**src/rtl/square_synth_bank.sv**
```systemverilog
// square_synth_bank: multi-voice square-wave tone generator.
// Per-voice period/volume/duration, level mixer and 1-bit PDM.
module square_synth_bank #(
  parameter int  CHANNELS = 2,
  parameter int  PERIOD_W = 16,
  parameter int  DUR_W    = 12,
  parameter int  VOL_W    = 3,
  localparam int CH_W     =
    (CHANNELS > 1) ? $clog2(CHANNELS) : 1,
  localparam int LEVEL_W  =
    VOL_W + $clog2(CHANNELS)
) (
  input  logic                CLK,
  input  logic                RESET,
  input  logic                SAMPLE_TRIGGER,
  input  logic                CMD_VALID,
  input  logic [CH_W-1:0]     CMD_CHANNEL,
  input  logic [PERIOD_W-1:0] CMD_HALF_PERIOD,
  input  logic [DUR_W-1:0]    CMD_DURATION,
  input  logic [VOL_W-1:0]    CMD_VOLUME,
  output logic [CHANNELS-1:0] ACTIVE,
  output logic [CHANNELS-1:0] DONE,
  output logic [LEVEL_W-1:0]  AUDIO_LEVEL,
  output logic                AUDIO
);

  typedef enum logic {
    S_IDLE,
    S_PLAY
  } state_e;

  logic [CHANNELS-1:0] phase_vec;
  logic [VOL_W-1:0]    vol_arr [CHANNELS];

  for (genvar g = 0; g < CHANNELS; g++) begin : g_voice
    state_e              state_q, state_d;
    logic [PERIOD_W-1:0] tick_q, tick_d;
    logic [PERIOD_W-1:0] cur_half_q, cur_half_d;
    logic [PERIOD_W-1:0] pend_half_q, pend_half_d;
    logic [DUR_W-1:0]    remaining_q, remaining_d;
    logic [VOL_W-1:0]    volume_q, volume_d;
    logic                phase_q, phase_d;
    logic                done_q, done_d;
    logic                hit;

    assign hit = CMD_VALID &&
      (CMD_CHANNEL == CH_W'(g));

    // Voice next state: trigger advance first, command load on top
    always_comb begin
      state_d     = state_q;
      tick_d      = tick_q;
      cur_half_d  = cur_half_q;
      pend_half_d = pend_half_q;
      remaining_d = remaining_q;
      volume_d    = volume_q;
      phase_d     = phase_q;
      done_d      = 1'b0;
      if (state_q == S_PLAY && SAMPLE_TRIGGER) begin
        if (tick_q == cur_half_q) begin
          tick_d     = '0;
          cur_half_d = pend_half_q;
          phase_d    = (pend_half_q == '0) ?
                       1'b0 : ~phase_q;
        end else begin
          tick_d = tick_q + PERIOD_W'(1);
        end
        remaining_d = remaining_q - DUR_W'(1);
        if (remaining_q == DUR_W'(1) && !hit) begin
          state_d = S_IDLE;
          tick_d  = '0;
          phase_d = 1'b0;
          done_d  = 1'b1;
        end
      end
      if (hit) begin
        if (CMD_DURATION == '0) begin
          state_d = S_IDLE;
          tick_d  = '0;
          phase_d = 1'b0;
        end else if (state_q == S_IDLE) begin
          state_d     = S_PLAY;
          tick_d      = '0;
          cur_half_d  = CMD_HALF_PERIOD;
          pend_half_d = CMD_HALF_PERIOD;
          remaining_d = CMD_DURATION;
          volume_d    = CMD_VOLUME;
          phase_d     = (CMD_HALF_PERIOD != '0);
        end else begin
          pend_half_d = CMD_HALF_PERIOD;
          remaining_d = CMD_DURATION;
          volume_d    = CMD_VOLUME;
        end
      end
    end

    // Voice state registers
    always_ff @(posedge CLK) begin
      if (RESET) begin
        state_q     <= S_IDLE;
        tick_q      <= '0;
        cur_half_q  <= '0;
        pend_half_q <= '0;
        remaining_q <= '0;
        volume_q    <= '0;
        phase_q     <= 1'b0;
        done_q      <= 1'b0;
      end else begin
        state_q     <= state_d;
        tick_q      <= tick_d;
        cur_half_q  <= cur_half_d;
        pend_half_q <= pend_half_d;
        remaining_q <= remaining_d;
        volume_q    <= volume_d;
        phase_q     <= phase_d;
        done_q      <= done_d;
      end
    end

    assign ACTIVE[g]    = (state_q == S_PLAY);
    assign DONE[g]      = done_q;
    assign phase_vec[g] = phase_q;
    assign vol_arr[g]   = volume_q;
  end

  logic [LEVEL_W-1:0] level_q, level_d;
  logic [LEVEL_W-1:0] acc_q, acc_d;
  logic               audio_q, audio_d;

  // Sum the volumes of all voices whose phase is high
  always_comb begin
    level_d = '0;
    for (int i = 0; i < CHANNELS; i++) begin
      if (phase_vec[i]) begin
        level_d = level_d + LEVEL_W'(vol_arr[i]);
      end
    end
  end

  // First-order PDM: carry out of the accumulator is the pin
  always_comb begin
    {audio_d, acc_d} = {1'b0, acc_q} +
                       {1'b0, level_q};
  end

  // Mixer and modulator registers
  always_ff @(posedge CLK) begin
    if (RESET) begin
      level_q <= '0;
      acc_q   <= '0;
      audio_q <= 1'b0;
    end else begin
      level_q <= level_d;
      acc_q   <= acc_d;
      audio_q <= audio_d;
    end
  end

  assign AUDIO_LEVEL = level_q;
  assign AUDIO       = audio_q;

endmodule

```
**config.mk**
```make
export PLATFORM = sky130hd
export DESIGN_NAME = square_synth_bank
export DESIGN_NICKNAME = d
export VERILOG_FILES = /design/src/rtl/square_synth_bank.sv
export SDC_FILE = /design/constraint.sdc
export NUM_CORES = 1
export LEC_CHECK = 0
export ABC_AREA = 1
export BUFFER_PORTS_ARGS = -buffer_cell sky130_fd_sc_hd__clkbuf_2
export CELL_PAD_IN_SITES_DETAIL_PLACEMENT = 1
export CELL_PAD_IN_SITES_GLOBAL_PLACEMENT = 1
export CORE_MARGIN = 4
export CORE_UTILIZATION = 48
export CTS_CLUSTER_SIZE = 16
export DETAILED_ROUTE_END_ITERATION = 7
export PLACE_DENSITY_LB_ADDON = 0.1
export SYNTH_ARGS = -nofsm -noshare
export SYNTH_HDL_FRONTEND = slang
export SYNTH_SLANG_ARGS = --single-unit
```
**constraint.sdc**
```tcl
create_clock -name CLK -period 3 [get_ports CLK]
set_clock_uncertainty 0.15 [all_clocks]
set_input_delay 0.3 -clock CLK [delete_from_list [all_inputs] [get_ports CLK]]
set_output_delay 0.3 -clock CLK [all_outputs]
set_load 0.1 [all_outputs]
```
Yosys cells after proc, flatten, opt, wreduce, memory -nomap -nowiden
Cells that the tools add are included.

Add/subtract/negate cells: 6. Equal/unequal tests: 4. Muxes and demuxes: 56. Bitwise gates (word level): 6. Reductions and logical operators: 16.

Operators with widths (number): $mux 16 (22); $mux 12 (6); $add 16x1->16 const B (2); $eq 16x16->1 (2); $logic_not 16->1 (2); $mux 1 (26); $eq 12x1->1 const B (2); $sub 12x1->12 const B (2); $reduce_bool 16->1 (1); $logic_not 12->1 (1); $logic_and 1x1->1 (6); $not 1->1 (6); $add 4x4->5 (1); $add 4x3->4 (1); $mux 4 (1); $reduce_and 2->1 (2); $reduce_or 2->1 (2); $mux 3 (1); $logic_not 1->1 (2).

Flip-flop bits (word level): 141. Output and inout bits: 9.

Depth between registers and ports, before layout
Word-level depth: 9. Depth in mapped cells: 12. Mapped depth without buffers: 12.

Worst setup path before layout
OpenSTA, ideal clock, no wires.

Kind: register -> register. Start point: reg level_q[0] (netlist: AUDIO_LEVEL[0]). End point: reg audio_q (netlist: AUDIO). Setup time: 70 ps. Arrival: 1921 ps. Required time: 2780 ps. Slack: 859 ps. Cell stages (with the launch flop): 7. Cell sequence: dfxtp_1 > ha_1 > inv_1 > fa_1 > nor2_1 > o21ai_0 > a21oi_1.

Word-level cells in the longest chain between the ends: 1.

RTL lines: from (decl) (line 126) `logic [LEVEL_W-1:0] level_q, level_d;`; from (signal assigned) (line 153) `level_q <= level_d;`; $add 4x4->5 (line 142) `{audio_d, acc_d} = {1'b0, acc_q} +`; to (signal assigned) (line 155) `audio_q <= audio_d;`; to (decl) (line 128) `logic audio_q, audio_d;`.

Every way passes these cells. A chain may end at the register's enable or synchronous reset.

Final worst setup path
Start point: in CMD_DURATION[1]. End point: reg g_voice[0].cur_half_q[7].

Word-level cells in the longest chain between the ends: 3.

RTL lines: from (decl) (line 19) `input logic [DUR_W-1:0] CMD_DURATION,`; $logic_not 12->1 (line 77) `if (CMD_DURATION == '0) begin`; $mux 16 (line 77); $mux 16 (line 76) `if (hit) begin`; to (signal assigned) (line 111) `cur_half_q <= cur_half_d;`; to (decl) (line 38) `logic [PERIOD_W-1:0] cur_half_q, cur_half_d;`.

Every way passes these cells.

==> flow_summary_export.csv <==
group,metric,value,unit
worst_setup_path,arrival,2650,ps
worst_setup_path,crit_required,3170,ps
sta,relSlewSlack,52.3,%
clocking,cts_setup_buffers,0,
sta,rsz0062_at_grt,"false",
finish,fillers,2013,
sta,fmax,404,MHz
clocking,clock_sinks,141,
floorplanning,die_h,133,um
clocking,cts-root-buf,"clkbuf_16",
finish,multiInputGateArea,3910,um2
grt,grt_usage,25.7,%
route,antenna_left,0,
finish,syn2layout_area_growth,12.6,%
route,drtPass1Iterations,4,
yosys,synth-seq-area-share,37.8,%
floorplanning,io-pin-count,45,
clocking,cts.clk_slew.worst_paths,60,ps
yosys,async_reset_ff_share,0,%
grt,grt_max_degree,79,
floorplanning,die_w,133,um
power,p_leak,3.77,nW
sta,tightest_slew,716,ps
finish,final_core_utilization,55.3,%
floorplanning,core-area,15200,um2
sta,hold_viol_final,0,
run_status,status,"finished, final reports clean",
worst_setup_path,crit_family,"buffers and inverters",
worst_setup_path,crit_slowest_cell,"dlygate4sd3_1",
placed_design,io_buffers,44,
finish,drive_gt1_share,12.2,%
worst_setup_path,cp_num_buf_inv,4,
finish,num-nets-final,1176,
floorplanning,die_area,17600,um2
placed_design,hpwl,15600,um
yosys,netlist_area,7460,um2
finish,seq_area,2820,um2
power,power.density,587,nW/um2
yosys,synthesis.nets,1144,
yosys,yosys.area.top_type,"dfxtp_1",
sta,finalCriticalPeriod,2480,ps
yosys,ys.flop_type,"dfxtp_1",
clocking,cts_tree,"yes",
yosys,avgSynthCellArea,6.83,um2
power,vdd_ir_drop_max,0.396,mV
route,vias,7246,
floorplanning,row_count,45,
route,wl_per_cell,16.6,um
worst_setup_path,critPathMaxFanout,35,
finish,n_antenna_cell,0,
power,totalPowerFinal,4.93,mW
route,finalWirelength,22100,um
worst_setup_path,crit_path_start_kind,"primary input",
floorplanning,start_util,49.1,%
route,vias_per_cell,5.47,
grt,overflow,0,
min_path,hp-class,"in -> reg",
yosys,syn_inst,1093,
grt,antenna_found_initial,0,
worst_setup_path,end_kind,"flop",
yosys,synth.top_cell.area_share,37.8,%
sta,period_share,82.5,%
worst_setup_path,critical-path-max-stage-delay,520,ps
clocking,htree_levels,4,
yosys,synth_edf_count,0,
yosys,ys_types,43,
clocking,cts.path.max_buffers,2,
worst_setup_path,r2r_slack,870,ps
route,route.detailed.drc,0,
sta,setup_viol_count_final,0,
yosys,ys_top_cells_by_area,"dfxtp_1 38%, nand2_1 12%, nor2_1 9.7%",
placed_design,gp_congestion,0.807,
clocking,clkLatencyLatePin,430,ps
worst_setup_path,path_class,"in -> reg",
worst_setup_path,path_cells,"dlygate4sd3_1 > clkbuf_2 > nor2_1 > nand3_1 > nor3_4 > nor2_4 > inv_2 > o21ai_0 > o21ai_0 > nand2_1 > inv_1",
route,drt-initial-drc-count,412,
run,max-cap-violations,0,
grt,grt_pass1_wl,36700,um
yosys,yosysWarnings,0,
yosys,yosysMostFrequentCell,"nand2_1",
yosys,ys_ff_latch,141,
grt,grt_pass1_vias,7383,
worst_setup_path,cpMostUsedCell,"o21ai_0",
yosys,synth_common_cells,"241 x nand2_1, 192 x nor2_1, 141 x dfxtp_1",
sta,tns,0,ps
clocking,cts_made_buffers,17,
clocking,cts-resized-gates,0,
sta,slew_violations,0,
==> worst register-to-register path, stage by stage, from the launching register on <==
cell and delay [ps]:
dfxtp_1 420, nand2_1 350, inv_1 240, buf_4 280
nand3_1 220, nand2_1 160, nor2_1 60, nand2_1 60
a21oi_1 60
==> layer usage <==
layer	wire, um	GRT usage, %	up-vias	part of all wire (%)
met4	605	9.47	0	2.7
met5	0	0	-	0
li1	-	-	3583	-
met1	9670	31.4	3490	44
met2	11000	44.8	130	50
met3	783	5.13	43	3.5
==> timing repair <==
action / CTS / global route
hold endpoints to repair: 7 / 0
setup endpoints to repair: 0 / 0
hold buffers: 5 / 0
==> report_power, final <==
part | total, mW | switching, mW | internal, mW
logic | 0.650 | 0.443 | 0.207
registers | 2.05 | 0.0797 | 1.97
clock network | 2.23 | 0.825 | 1.40
total | 4.93 | 1.35 | 3.58
==> cells in the final DEF (no fill, tap or decap), types with 5 or more instances in the layout <==
master / instances
a21oi_1: 59
nand2_2: 6
nand2_1: 241
nor2_1: 192
inv_1: 106
o21ai_1: 5
inv_2: 17
buf_4: 9
clkbuf_2: 44
ha_1: 13
nand4_1: 33
clkbuf_16: 17
o21ai_0: 78
dfxtp_1: 141
o211ai_2: 8
xor2_1: 22
nand3_1: 52
nor4_1: 6
dlygate4sd3_1: 5
a31oi_1: 8
nor3_1: 18
==> cell families (layout without fill, tap and decap cells) <==
logic type               Yosys count  after routing  synth area share (%)
XOR/XNOR                          26             26                  3.05
AO/OA/AOI/OAI                    169            169                  12.8
buffers and inverters            169            213                  9.78
AND/OR/NAND/NOR                  573            573                  33.8
adder cells (fa/ha/maj)           15             15                  2.72
flip-flops                       141            141                  37.8
==> state kept, by name, indices dropped and copies added (netlist names), 4 cells and up <==
| name | cells |
|---|---|
| g_voice.cur_half_q | 32 |
| g_voice.remaining_q | 24 |
| g_voice.tick_q | 32 |
| g_voice.volume_q | 6 |
| AUDIO_LEVEL | 4 |
| g_voice.pend_half_q | 32 |
| acc_q | 4 |
==> worst paths after layout <==
path,start,end,depth (start not counted)
worst max-delay path,CMD_DURATION[1],g_voice[0].cur_half_q[7],11
worst min-delay path,CMD_VOLUME[0],g_voice[1].volume_q[0],3
worst max register to register,g_voice[0].state_q,g_voice[0].phase_q,8
worst min register to register,g_voice[1].remaining_q[7],g_voice[1].remaining_q[7],2
==> area by class of cell <==
type,count,share of cell area (%)
Inverter,123,5.50
Sequential cell,141,33.6
Clock buffer,19,5.27
Clock inverter,12,2.03
Multi-Input combinational cell,783,46.5
Timing Repair Buffer,59,4.26
Tap cell,188,2.80
==> stage by stage <==
stage               cells  area [um2]  worst slack [ps]  hold WS, ps
finish               1325        8400               524         22.1
global route         1325        8400               268         36.6
CTS                  1325        8400               557         9.04
detailed placement   1289        7740               589          341
global placement     1289        7740               669          337
floorplan            1093        7460               859          285
Note: power is estimated with default switching activity, not from simulation.
